===== src/rtl/a51_keystream_ctrl.sv =====
// a51_keystream_ctrl: A5/1 LFSR sequencer (load, warmup, keystream bytes over valid/ready)
//   clk, rst_n            clock, async active-low reset
//   start, abort          session start (IDLE only) / synchronous abort to IDLE
//   len_bytes             keystream byte count, captured with start
//   x/y/z_maj, x/y/z_out  LFSR clocking bits and MSBs
//   load, trig_x/y/z      LFSR key load and per-register step strobes
//   ks_byte, ks_valid     keystream byte handshake with ks_ready
//   busy, done            session active / one-cycle completion pulse
module a51_keystream_ctrl #(
  parameter int WARMUP_CYCLES = 100,
  parameter int LEN_W = 16
) (
  input  logic             clk,
  input  logic             rst_n,
  input  logic             start,
  input  logic             abort,
  input  logic [LEN_W-1:0] len_bytes,
  input  logic             x_maj,
  input  logic             y_maj,
  input  logic             z_maj,
  input  logic             x_out,
  input  logic             y_out,
  input  logic             z_out,
  output logic             load,
  output logic             trig_x,
  output logic             trig_y,
  output logic             trig_z,
  output logic [7:0]       ks_byte,
  output logic             ks_valid,
  input  logic             ks_ready,
  output logic             busy,
  output logic             done
);
  localparam int WW = $clog2(WARMUP_CYCLES + 1);
  localparam logic [WW-1:0] W_LAST = WW'(WARMUP_CYCLES - 1);
  localparam logic [LEN_W-1:0] ONE = LEN_W'(1);
  typedef enum logic [2:0] {IDLE, LOAD, WARMUP, RUN, HOLD, DONE} state_t;
  state_t state_q, state_d;
  logic [LEN_W-1:0] len_q, len_d;
  logic [WW-1:0] warm_q, warm_d;
  logic [2:0] bit_q, bit_d;
  logic [6:0] shreg_q, shreg_d;
  logic [7:0] byte_q, byte_d;
  logic valid_q, valid_d;
  logic m, ks_bit, step;
  always_ff @(posedge clk or negedge rst_n) begin
    if (!rst_n) begin
      state_q <= IDLE;
      len_q <= '0;
      warm_q <= '0;
      bit_q <= '0;
      shreg_q <= '0;
      byte_q <= '0;
      valid_q <= 1'b0;
    end else begin
      state_q <= state_d;
      len_q <= len_d;
      warm_q <= warm_d;
      bit_q <= bit_d;
      shreg_q <= shreg_d;
      byte_q <= byte_d;
      valid_q <= valid_d;
    end
  end
  always_comb begin
    state_d = state_q;
    len_d = len_q;
    warm_d = warm_q;
    bit_d = bit_q;
    shreg_d = shreg_q;
    byte_d = byte_q;
    valid_d = valid_q;
    m = (x_maj & y_maj) | (x_maj & z_maj) | (y_maj & z_maj);
    ks_bit = x_out ^ y_out ^ z_out;
    step = (state_q == WARMUP) || (state_q == RUN);
    case (state_q)
      IDLE: begin
        len_d = start ? len_bytes : len_q;
        state_d = start ? LOAD : IDLE;
      end
      LOAD: begin
        warm_d = '0;
        bit_d = '0;
        state_d = WARMUP;
      end
      WARMUP: begin
        warm_d = warm_q + WW'(1);
        state_d = (warm_q != W_LAST) ? WARMUP : (len_q == '0) ? DONE : RUN;
      end
      RUN: begin
        shreg_d = {shreg_q[5:0], ks_bit};
        bit_d = bit_q + 3'd1;
        if (bit_q == 3'd7) begin
          byte_d = {shreg_q, ks_bit};
          valid_d = 1'b1;
          state_d = HOLD;
        end
      end
      HOLD: begin
        if (ks_ready) begin
          valid_d = 1'b0;
          len_d = len_q - ONE;
          state_d = (len_q == ONE) ? DONE : RUN;
        end
      end
      DONE: state_d = IDLE;
      default: state_d = IDLE;
    endcase
    // abort overrides every transition; the held byte value is kept, only valid drops
    if (abort) begin
      state_d = IDLE;
      valid_d = 1'b0;
    end
  end
  assign load = state_q == LOAD;
  assign busy = state_q != IDLE;
  assign done = state_q == DONE;
  assign trig_x = step && (x_maj == m);
  assign trig_y = step && (y_maj == m);
  assign trig_z = step && (z_maj == m);
  assign ks_byte = byte_q;
  assign ks_valid = valid_q;
endmodule


===== config.mk =====
export PLATFORM = sky130hd
export DESIGN_NAME = a51_keystream_ctrl
export DESIGN_NICKNAME = d
export VERILOG_FILES = /design/src/rtl/a51_keystream_ctrl.sv
export SDC_FILE = /design/constraint.sdc
export NUM_CORES = 1
export LEC_CHECK = 0
export CORE_MARGIN = 2
export CORE_UTILIZATION = 48
export CTS_CLUSTER_SIZE = 12
export DETAILED_ROUTE_END_ITERATION = 7
export PLACE_DENSITY_LB_ADDON = 0.05
export SETUP_SLACK_MARGIN = 0.5
export SYNTH_ARGS = -nofsm -noshare
export SYNTH_HDL_FRONTEND = slang
export SYNTH_SLANG_ARGS = --single-unit

===== constraint.sdc =====
create_clock -name clk -period 1.9 [get_ports clk]
set_clock_uncertainty 0.2 [all_clocks]
set_input_delay 0.38 -clock clk [delete_from_list [all_inputs] [get_ports clk]]
set_output_delay 0.38 -clock clk [all_outputs]
set_load 0.02 [all_outputs]

# After elaboration in Yosys (flattened, before gate mapping)

Cells that the tools add are included.

Word-level logic and storage cells: 64
Memory bits (writable): 0
Latch bits: 0
Bits in registers: 45
Memories: 0
Bits in read-only memories: 0

Multiplexer cells: 17
Divide/modulo/power cells: 0
$lt $le $gt $ge: 0
$add $sub $neg: 3
Reduce and logical (&&, ||, !) cells: 15
Multiply operators: 0
Shift-type cells: 0
Equal/unequal tests: 15
Bitwise operators: 7

Operators by type and width:

| operator                | number |
|---|---|
| $mux W16                | 2 |
| $pmux W16 S2            | 1 |
| $mux W3                 | 6 |
| $eq A16 B1 Y1 const B   | 1 |
| $logic_not A16 Y1       | 1 |
| $sub A16 B1 Y16 const B | 1 |
| $pmux W3 S5             | 1 |
| $pmux W7 S2             | 1 |
| $eq A3 B3 Y1 const B    | 3 |
| $add A7 B1 Y7 const B   | 1 |
| $ne A7 B7 Y1 const B    | 1 |
| $eq A3 B2 Y1 const B    | 2 |
| $pmux W3 S2             | 1 |
| $reduce_and A3 Y1       | 2 |
| $reduce_bool A2 Y1      | 3 |
| $reduce_bool A3 Y1      | 2 |
| $mux W1                 | 4 |
| $ne A2 B2 Y1 const B    | 2 |
| $reduce_and A2 Y1       | 2 |
| $add A3 B1 Y3 const B   | 1 |
| $and A1 B1 Y1           | 3 |
| $eq A1 B1 Y1            | 3 |
| $eq A3 B1 Y1 const B    | 1 |
| $logic_and A1 B1 Y1     | 3 |
| 7 further kinds         | 9 |

# Depth between registers and ports, before layout

Gate-level depths: netlist of the first run.

Depth in word-level cells: 5
Mapped depth: 7

# Worst setup path before layout of the first run

OpenSTA, ideal clock, no wires.

Path type: reg2reg
Start: register state_q[1]
End: register warm_q[2]
Period minus slack after synthesis: 2.054 ns
Arrival: 1.724 ns
Cell stages (with the launch flop): 6
Setup slack: -0.154 ns
Buffers on the path: 1
Path through: dfrtp_1 -> clkbuf_1 -> nor3b_1 -> nor2_1 -> o21ai_0 -> o21ai_0

Longest elaborated chain between the ends: 2

RTL lines:

| element                                                  | line | source |
|---|---|---|
| start: declaration                                       | 38   | `state_t state_q, state_d;` |
| start signal: assignment                                 | 56   | `state_q <= state_d;` |
| $eq A3 B1 Y1 *                                           | n/a  |  |
| named net load                                           | 24   | `output logic load,` |
| $pmux W7 S2 / $reduce_bool A2 Y1 (equally long branches) | n/a  |  |
| end signal: assignment                                   | 58   | `warm_q <= warm_d;` |
| end: declaration                                         | 40   | `logic [WW-1:0] warm_q, warm_d;` |

Mark *: on every way through the listed nets, which the timed path passes. The rest lies on a longest branch.
A chain may end at the register's enable or synchronous reset.

# Worst setup path after layout of the first run

Start: register len_q[1]
End: register len_q[14]

Longest elaborated chain between the ends: 3

RTL lines:

| element                  | line | source |
|---|---|---|
| start: declaration       | 39   | `logic [LEN_W-1:0] len_q, len_d;` |
| start signal: assignment | 57   | `len_q <= len_d;` |
| $sub A16 B1 Y16          | 102  | `len_d = len_q - ONE;` |
| $mux W16                 | 100  | `if (ks_ready) begin` |
| $pmux W16 S2             | 76   | `case (state_q)` |

No other way between the ends. The select of a mux whose other input is x is not followed.

==> results of run 1 <==
==> path summary, 6_finish.rpt <==
check	from	to	slack, ns	cells past startpoint
worst max-delay path	len_q[1]	len_q[14]	-0.20	6
worst min-delay path	bit_q[0]	bit_q[0]	0.32	1
worst max register to register	len_q[1]	len_q[14]	-0.20	6
worst min register to register	bit_q[0]	bit_q[0]	0.32	1
max in group asynchronous	rst_n	state_q[2]	0.88	3
min in group asynchronous	rst_n	len_q[15]	0.36	3
==> state kept, by name, indices dropped and copies added (netlist names) <==
register  count
state_q       3
warm_q        7
ks_byte       8
ks_valid      1
shreg_q       7
len_q        16
bit_q         3
==> cells in the mapped netlist (all sizes together), types with 4 or more instances <==
master | number | area, sq um
nor2 | 25 | 93.8
a31oi | 4 | 25.0
nand3 | 12 | 60.1
inv | 7 | 26.3
nor3b | 4 | 35.0
mux2 | 8 | 90.1
a21oi | 16 | 80.1
nor4 | 7 | 43.8
dfrtp | 45 | 1130
ha | 6 | 75.1
nand4 | 4 | 25.0
nor3 | 9 | 45.0
clkbuf | 14 | 52.6
nand2 | 39 | 146
o22ai | 4 | 25.0
o21ai | 20 | 100
==> layer usage <==
layer	vias to the layer above	routed length (um)	track usage [%]
met5	-	0	0
met4	0	936	11.5
met3	105	1070	5.81
met2	300	6090	48.4
met1	1577	4560	39.7
li1	1316	-	-
==> layout make-up <==
cell class                 instances  area (sq um)  share of cell area [%]
multi-input combinational        216          1940                    39.9
timing repair buffer             146          1560                    32.1
sequential                        45          1130                    23.3
tap                               70          87.6                    1.80
clock buffer                       5          68.8                    1.42
clock inverter                     3          46.3                   0.953
inverter                           7          26.3                   0.541
==> where the power goes <==
part	switching, uW	internal [uW]
combinational	1170	1200
sequential	448	1200
clock	377	394
==> what timing repair did <==
action | CTS | global route
endpoints found under the hold margin | 45 | 0
setup endpoints to repair | 60 | 60
buffers inserted | 36 | 23
pin swaps | 42 | 32
gates resized for setup | 187 | 72
hold buffers | 1 | 0
gates cloned | 6 | 0
==> through the flow <==
stage                     hold WS [ns]  area, sq um  setup WS (ns)  utilization [%]
after global routing             0.337         4860         -0.264             95.7
after detailed placement         0.177         3520         -0.667             69.3
final                            0.316         4860         -0.196             95.7
after CTS                        0.293         4360        -0.0476             86.0
after floorplan                 -0.116         2840         0.0172                -
after global placement           0.179         3520         -0.632             69.3
==> cell families after synthesis <==
| group | count (synthesis) | share of synthesized area, % |
|---|---|---|
| AOI/OAI and AO/OA | 67 | 16.8 |
| muxes | 10 | 4.37 |
| buffers and inverters | 23 | 3.52 |
| xor gates and xnor gates | 4 | 1.39 |
| and+or+nand+nor | 128 | 26.3 |
| adders and majority gates | 6 | 2.98 |
| DFF | 45 | 44.6 |
==> cells in the final DEF (no fill, tap or decap), types with 4 or more instances in the layout <==
cell                              count
sky130_fd_sc_hd__nand2_2             10
sky130_fd_sc_hd__o21ai_1              9
sky130_fd_sc_hd__dfrtp_1             40
sky130_fd_sc_hd__buf_12               6
sky130_fd_sc_hd__nand2_4              6
sky130_fd_sc_hd__inv_1                4
sky130_fd_sc_hd__nor4_4               6
sky130_fd_sc_hd__nor3_1               4
sky130_fd_sc_hd__clkbuf_8             5
sky130_fd_sc_hd__buf_16               4
sky130_fd_sc_hd__nand2_1             23
sky130_fd_sc_hd__dfrtp_2              5
sky130_fd_sc_hd__nor3_2               5
sky130_fd_sc_hd__o21ai_2              9
sky130_fd_sc_hd__buf_6               60
sky130_fd_sc_hd__nor2_4               5
sky130_fd_sc_hd__clkdlybuf4s50_1     22
sky130_fd_sc_hd__a21oi_2              4
sky130_fd_sc_hd__nand3_1              8
sky130_fd_sc_hd__a21oi_1             12
sky130_fd_sc_hd__nand4_1              4
sky130_fd_sc_hd__nor2_2               6
sky130_fd_sc_hd__buf_4               46
sky130_fd_sc_hd__nand3_2              4
sky130_fd_sc_hd__mux2_4               8
sky130_fd_sc_hd__nor2_1              14
==> parameters.txt, run 1 <==
Parameter                              Value

Layout
  NumNets Final ... 454
  Share of post-route cells with drive strength above 1 ... ~57%
  Diodes inserted ... 0
  Area growth from synthesis to final layout ... 92.6%
  Final cell count without fillers ... around 490
  Layout filler cell count ... 108

Pwr
  Max VDD drop ... between 900 and 1000 uV
  Total power of the final layout ... ~4800 uW
  Leakage ... ~0.0022 uW
  Total power density per cell area ... ~980 nW/um^2

Die
  Die span in y ... about 76 um
  Boundary pin count ... 42
  Die area ... slightly below 6000 sq um
  Width of the die ... about 76 um
  Standard cell core area ... between 5000 and 6000 sq um
  Effective utilization at floorplan ... between 40% and 50%
  Core Rows ... 26

Clock tree
  Maximum level of the CTS H-tree ... 2
  CTS tree ... yes
  Total clock sinks ... 45
  Number of buffers inserted during clock tree synthesis ... 5
  Clock transition at the registers of the reported paths ... 0.10 ns
  CTS root buf ... sky130_fd_sc_hd__clkbuf_8
  Maximum clock path buffer count ... 2
  Clock latency on the worst-skew pair ... roughly 0.32 ns

Setup path
  Max Fanout on Critical Path ... 3
  Buffers and inverters on the worst path ... 1
  Largest delay contributor family on the critical path ... simple AND/OR/NAND/NOR gates
  CP max-delay cell ... sky130_fd_sc_hd__or4_1
  Cell Chain, Critical Path ... inv_2, ha_4, nor4b_4, nand4_1, or4_1, nand3_1
  Startpoint Class ... register
  CP Capture Type ... register
  Data arrival, critical path ... 2.15 ns
  CP required ... 1.95 ns
  Kind of critical path ... reg -> reg
  Peak per-stage delay on the critical path ... approximately 0.55 ns

Placed design
  Weighted congestion reported at the end of routability-driven placement ... approximately 0.88
  Number of placed instances with taps included ... roughly 420
  Estimated wirelength of the detail-placed design ... between 4 and 5 mm
  Port buffer count ... 41

Timing
  Final Slew Violations ... 0
  Worst slew pin tran ... just over 0.5 ns
  Final worst path period need ... about 2.1 ns
  Period Utilization, post-route ... 110%
  Endpoints failing setup ... 30
  Headroom to the max-slew limit ... about 66%
  Post-route setup slack ... -0.196 ns
  RSZ-0062 raised after global routing ... true
  Number of hold violations in the final report ... 0
  Max Clk Rate ... 477 MHz
  Setup TNS ... -2.13 ns

Route
  Starting DRC count in detailed routing ... between 300 and 400
  Count of nets left with antenna violations after detail routing ... 0
  Drt total wl ... approximately 13 mm
  Vias/cell ... roughly 6.7
  Count of TritonRoute iterations in the first routing pass ... 5
  Routed via count ... 3298
  Post-route DRC ... 0
  Mean routed wirelength per cell ... roughly 26 um

Yosys
  Syn_area_per_cell ... 8.91 sq um
  Yosys warning count ... 0
  Synthesized instance count ... between 200 and 300
  Primary FF master, synth ... sky130_fd_sc_hd__dfrtp_1
  Number of nets in the synthesized netlist ... about 320
  Sequential area share after synthesis ... between 40% and 50%
  Number of flip-flops and latches in the synthesized netlist ... between 40 and 50
  Cell area after synthesis ... 2520 sq um
  Number of flops mapped to enable cells by yosys ... 0
  Proportion of synthesized flip-flops having asynchronous set or reset ... 100%
  Distinct cells, synth ... 50

Global routing
  Maximum number of pins on one net before global-route repair ... 46
  Initial antenna violation count ... 0
  Sum of overflow across all layers after global routing ... 0
  Overall routing resource usage ... 29.9%
  Via count of the first global-routing pass ... 2843
  First-pass GRT wire length ... around 14 mm

Worst hold path
  Type of the most critical hold path ... reg -> reg

Run status
  Failing checks ... setup timing
  Result of the run ... finished with violations

Job
  Maximum capacitance violations ... 0
Power figures use the tool's default switching activity.
==> run 2: changes to the inputs <==
Settings changed: CORE_UTILIZATION 48 to 50.
Clock period 1.9 ns to 1.95 ns, I/O delays scaled along.
==> parameters.txt, run 2 (same netlist as run 1, synthesis figures left out) <==
Parameter                              Value

Clock tree
  CTS root buf ... sky130_fd_sc_hd__clkbuf_8
  Clock latency on the worst-skew pair ... ~0.31 ns
  CTS tree ... yes
  Maximum clock path buffer count ... 2
  Clock transition at the registers of the reported paths ... 0.09 ns
  Maximum level of the CTS H-tree ... 2
  Number of buffers inserted during clock tree synthesis ... 5
  Total clock sinks ... 45

Layout
  Share of post-route cells with drive strength above 1 ... a little over half
  Area growth from synthesis to final layout ... 75.7%
  Largest Register ... len_q
  Leading cell type in the layout, fill and taps excluded ... sky130_fd_sc_hd__buf_4
  Diodes inserted ... 0
  Most frequent cells in the layout ... sky130_fd_sc_hd__buf_4, sky130_fd_sc_hd__buf_6, sky130_fd_sc_hd__dfrtp_1
  Max FFs per register ... 16
  NumNets Final ... around 430
  Layout filler cell count ... around 170

Pwr
  Total power density per cell area ... just under 1000 nW/um^2
  Sequential cell fraction of total power ... between 30% and 40%
  Part of the total power dissipated in combinational logic ... between 40 and 50%
  Proportion of total power due to net switching ... 40.9%
  Part of the total power dissipated in the clock network ... ~17%
  Net switching power ... roughly 1800 uW
  Internal power component ... approximately 2600 uW
  Total power of the final layout ... between 4000 and 5000 uW
  Leakage ... approximately 0.0019 uW
  Max VDD drop ... slightly above 800 uV

Setup path
  CP required ... between 1.5 and 2 ns
  Data arrival, critical path ... around 2 ns
  Worst setup path start ... len_q[0]
  Worst reg2reg startpoint ... len_q[0]
  Peak per-stage delay on the critical path ... 0.45 ns
  Kind of critical path ... reg -> reg
  Max Fanout on Critical Path ... 4
  CP max-delay cell ... sky130_fd_sc_hd__dfrtp_2
  Startpoint Class ... register
  Most common cell type on the critical path ... sky130_fd_sc_hd__buf_4
  Cell Chain, Critical Path ... inv_2, buf_4, buf_4, ha_1, nand3_1, nor2_2, nand3b_1, a211o_1
  CP Capture Type ... register

Die
  Effective utilization at floorplan ... 52.7%
  Standard cell core area ... approximately 4800 sq um
  Boundary pin count ... 42
  Core Rows ... 25
  Die area ... roughly 5600 sq um
  Width of the die ... 75.0 um
  Die span in y ... about 75 um

Timing
  Setup TNS ... -0.401 ns
  Headroom to the max-slew limit ... approximately 57%
  Max Clk Rate ... approximately 490 MHz
  Number of hold violations in the final report ... 0
  Endpoints failing setup ... 9
  Period Utilization, post-route ... 105%
  RSZ-0062 raised after global routing ... true
  Final Slew Violations ... 0
  Final worst path period need ... ~2.0 ns
  Post-route setup slack ... -0.0990 ns
  Worst slew pin tran ... 0.636 ns
  Hold slack ... 0.289 ns

Global routing
  Sum of overflow across all layers after global routing ... 0
  Maximum number of pins on one net before global-route repair ... 25
  Via count of the first global-routing pass ... 2594
  First-pass GRT wire length ... approximately 13 mm
  Initial antenna violation count ... 0
  Overall routing resource usage ... 30.1%

Route
  Starting DRC count in detailed routing ... 409
  Vias/cell ... roughly 6.6
  Post-route DRC ... 0
  Mean routed wirelength per cell ... 22.9 um
  Routed via count ... about 3000
  Count of TritonRoute iterations in the first routing pass ... 5
  Count of nets left with antenna violations after detail routing ... 0
  Drt total wl ... 10.6 mm

Placed design
  Weighted congestion reported at the end of routability-driven placement ... 0.820
  Worst setup slack before clock tree synthesis ... -0.664 ns
  Estimated wirelength of the detail-placed design ... approximately 4.4 mm
  Port buffer count ... 41

Run status
  Failing checks ... setup timing
  Result of the run ... finished with violations

Job
  Maximum capacitance violations ... 0

Worst hold path
  Source of the worst hold timing path ... shreg_q[6]
  Type of the most critical hold path ... reg -> reg
-- run 2: cell types whose count changed in the layout (fill, tap and decap cells not counted), moves of 3 or more --
| cell | before | now |
|---|---|---|
| sky130_fd_sc_hd__dfrtp_2 | 5 | 8 |
| sky130_fd_sc_hd__mux2_4 | 8 | 2 |
| sky130_fd_sc_hd__nand3_1 | 8 | 12 |
| sky130_fd_sc_hd__nand3_2 | 4 | 0 |
| sky130_fd_sc_hd__mux2_2 | 0 | 6 |
| sky130_fd_sc_hd__buf_6 | 60 | 38 |
| sky130_fd_sc_hd__dfrtp_1 | 40 | 37 |
| sky130_fd_sc_hd__buf_16 | 4 | 1 |
| sky130_fd_sc_hd__o21ai_2 | 9 | 3 |
| sky130_fd_sc_hd__o21ai_0 | 2 | 5 |
-- run 2: metrics by stage --
stage | cells | util (%) | instance area (sq um)
3_5_place_dp | 409 | 71.8 | 3440
4_1_cts | 446 | 83.4 | 3990
6_report | 462 | 92.6 | 4430
5_1_grt | 462 | 92.6 | 4430
2_1_floorplan | 283 | - | 2830
3_3_place_gp | 409 | 71.8 | 3440
-- run 2: power groups by stage --
stage / clock network, uW / logic [uW] / registers, uW
2_1_floorplan: 0 / 845 / 1420
3_3_place_gp: 0 / 1220 / 1470
3_5_place_dp: 0 / 1260 / 1480
4_1_cts: 741 / 1570 / 1470
5_1_grt: 766 / 2090 / 1600
6_report: 734 / 2000 / 1580
-- run 2: final cells by class --
class / instances / area [sq um] / share of cell area, %
clock buffers: 6 / 72.6 / 1.64
clock inverters: 2 / 38.8 / 0.875
inverters: 7 / 26.3 / 0.593
multi-input cells: 215 / 1860 / 41.9
flip-flops and latches: 45 / 1140 / 25.6
well taps: 67 / 83.8 / 1.89
repair buffers: 120 / 1220 / 27.5
-- run 2: worst max-delay path, delay by kind of cell, from the launching register on --
kind	cells	cell delay, ns
DFF	1	0.45
and+or+nand+nor	3	0.44
buffers and inverters	3	0.31
AOI/OAI and AO/OA	1	0.31
adders and majority gates	1	0.21
-- run 2: path summary, 6_finish.rpt --
path,to,slack (ns),cells after the start
worst max-delay path,state_q[1],-0.1,8
worst min-delay path,shreg_q[6],0.29,2
worst max register to register,state_q[1],-0.1,8
worst min register to register,shreg_q[6],0.29,2
max in group asynchronous,warm_q[0],0.69,3
min in group asynchronous,len_q[9],0.40,2
-- run 2: metal layers --
layer,share of wire [%],vias to the layer above,global-route usage [%]
li1,-,1257,-
met1,36,1478,39.1
met5,0,-,0
met2,48,223,50.1
met3,8.9,76,5.49
met4,7.1,0,11.9
-- run 2: repair_timing --
action	in CTS	in global routing
hold endpoints to repair	23	0
hold buffers	1	0
pin swaps	23	27
endpoints found under the setup margin	60	82
gates cloned	3	1
setup buffers	25	15
resized for setup	141	79
==> run 3: changes to the inputs <==
Clock period 1.95 ns to 2 ns, I/O delays scaled along.
==> parameters.txt, run 3 (same netlist as run 1, synthesis figures left out) <==
Parameter                              Value

Placed design
  Placement Cell Area ... around 3400 sq um
  Number of placed instances with taps included ... between 400 and 500
  Weighted congestion reported at the end of routability-driven placement ... about 0.83
  Estimated wirelength of the detail-placed design ... ~4.3 mm
  Port buffer count ... between 40 and 50

Global routing
  Maximum number of pins on one net before global-route repair ... 46
  Overall routing resource usage ... between 20% and 30%
  First-pass GRT wire length ... between 10 and 15 mm
  Via count of the first global-routing pass ... approximately 2400
  Sum of overflow across all layers after global routing ... 0
  Initial antenna violation count ... 0

Pwr
  Internal power component ... 2310 uW
  Part of the total power dissipated in combinational logic ... between 40% and 50%
  Net switching power ... 1510 uW
  Leakage ... roughly 0.0018 uW
  Sequential cell fraction of total power ... 38.9%
  Total power density per cell area ... between 900 and 1000 nW/um^2
  Proportion of total power due to net switching ... around two fifths
  Max VDD drop ... 681 uV
  Part of the total power dissipated in the clock network ... 15.4%

Die
  Boundary pin count ... 42
  Standard cell core area ... between 4000 and 5000 sq um
  Effective utilization at floorplan ... a little over half
  Width of the die ... ~75 um
  Die span in y ... 75.0 um
  Core Rows ... 25
  Die area ... roughly 5600 sq um

Layout
  Cell area after layout ... 4130 sq um
  Area growth from synthesis to final layout ... 63.6%
  Final cell count without fillers ... 450
  NumNets Final ... approximately 420
  Most frequent cells in the layout ... sky130_fd_sc_hd__dfrtp_1, sky130_fd_sc_hd__buf_4, sky130_fd_sc_hd__buf_6
  Post-Route Utilization ... a little under nine tenths
  Leading cell type in the layout, fill and taps excluded ... sky130_fd_sc_hd__dfrtp_1
  Share of post-route cells with drive strength above 1 ... a little under half
  Max FFs per register ... 16
  Largest Register ... len_q
  Diodes inserted ... 0

Setup path
  CP required ... a little over 2 ns
  Most common cell type on the critical path ... sky130_fd_sc_hd__buf_12
  Reg2reg path depth ... 5
  Max Fanout on Critical Path ... 13
  CP max-delay cell ... sky130_fd_sc_hd__or4_1
  Startpoint Class ... register
  R2R Path End ... len_q[12]
  Kind of critical path ... reg -> reg
  Worst reg2reg startpoint ... state_q[2]
  Peak per-stage delay on the critical path ... about 0.5 ns
  Data arrival, critical path ... ~2.0 ns
  Cell Chain, Critical Path ... buf_12, or3b_4, buf_12, or4_1, nand3_1
  CP Capture Type ... register
  Worst-case register-to-register setup slack ... just over 0.05 ns

Worst hold path
  Hold Path Sink ... ks_byte[0]
  Type of the most critical hold path ... reg -> reg
  Source of the worst hold timing path ... ks_byte[0]
  Cell count of the worst hold path ... 2

Timing
  Hold slack ... approximately 0.29 ns
  Final Slew Violations ... 0
  Final worst path period need ... slightly below 2 ns
  Setup TNS ... 0 ns
  Endpoints failing setup ... 0
  Headroom to the max-slew limit ... 69.9%
  Worst slew pin tran ... 0.450 ns
  Number of hold violations in the final report ... 0
  RSZ-0062 raised after global routing ... true
  Period Utilization, post-route ... a little over nine tenths
  Max Clk Rate ... 513 MHz

Route
  Starting DRC count in detailed routing ... ~250
  Count of nets left with antenna violations after detail routing ... 0
  Vias/cell ... approximately 5.8
  Post-route DRC ... 0
  Routed via count ... around 2600
  Mean routed wirelength per cell ... ~17 um
  Count of TritonRoute iterations in the first routing pass ... 4
  Drt total wl ... around 7.9 mm

Clock tree
  CTS root buf ... sky130_fd_sc_hd__clkbuf_8
  CTS tree ... yes
  Clock transition at the registers of the reported paths ... around 0.09 ns
  Clock latency on the worst-skew pair ... between 0.3 and 0.4 ns
  Number of buffers inserted during clock tree synthesis ... 5
  Maximum level of the CTS H-tree ... 2
  Maximum clock path buffer count ... 2
  Total clock sinks ... between 40 and 50

Run status
  Result of the run ... completed

Job
  Maximum capacitance violations ... 0
-- run 3: metrics by stage --
step                      power (uW)  setup WS (ns)
after floorplan                 2190          0.117
after global placement          2550         -0.594
after detailed placement        2590         -0.623
after CTS                       3500         0.0640
after global routing            4040         0.0300
final                           3830         0.0510
-- run 3: worst max-delay path by stage --
stage          slack [ns]  depth (start not counted)  startpoint   endpoint
2_1_floorplan        0.12                          7    len_q[0]   len_q[8]
3_3_place_gp        -0.59                          5       x_maj     trig_x
3_5_place_dp        -0.62                          5       x_maj     trig_x
4_1_cts              0.06                          4    len_q[2]   len_q[7]
5_1_grt              0.03                          4    len_q[2]   len_q[7]
6_report             0.05                          5  state_q[2]  len_q[12]
-- run 3: final cells by class --
| class | instances | area (sq um) |
|---|---|---|
| Clock buffer | 5 | 68.8 |
| Clock inverter | 3 | 21.3 |
| Fill cell | 255 | 658 |
| Inverter | 7 | 26.3 |
| Multi-Input combinational cell | 217 | 1780 |
| Sequential cell | 45 | 1130 |
| Tap cell | 67 | 83.8 |
| Timing Repair Buffer | 106 | 1020 |
-- run 3: power by group through the flow --
stage | Clock, uW | Combinational [uW] | Sequential [uW]
6_report | 587 | 1750 | 1490
5_1_grt | 633 | 1880 | 1520
4_1_cts | 586 | 1490 | 1420
3_5_place_dp | 0 | 1150 | 1440
3_3_place_gp | 0 | 1120 | 1430
2_1_floorplan | 0 | 811 | 1380
-- run 3: timing repair --
item | in CTS | in global routing
endpoints found under the setup margin | 52 | 51
gates resized for setup | 126 | 55
setup buffers | 24 | 10
hold buffers | 1 | 0
pin swaps | 19 | 27
cloned | 3 | 3
hold endpoints to repair | 45 | 0
-- run 3: critical path, delay by kind of cell (launching register included) --
| family | cells | cell delay [ns] |
|---|---|---|
| flip-flops | 1 | 0.42 |
| AND/OR/NAND/NOR | 3 | 0.98 |
| buffers and inverters | 2 | 0.29 |
-- run 3: metal layers --
metal  vias up  GRT usage [%]  share of wire (%)
li1       1240              -                  -
met1      1305           36.6                 42
met2        78           42.6                 52
met3         8           3.88                4.1
met4         0           8.73                1.2
met5         -              0                  0
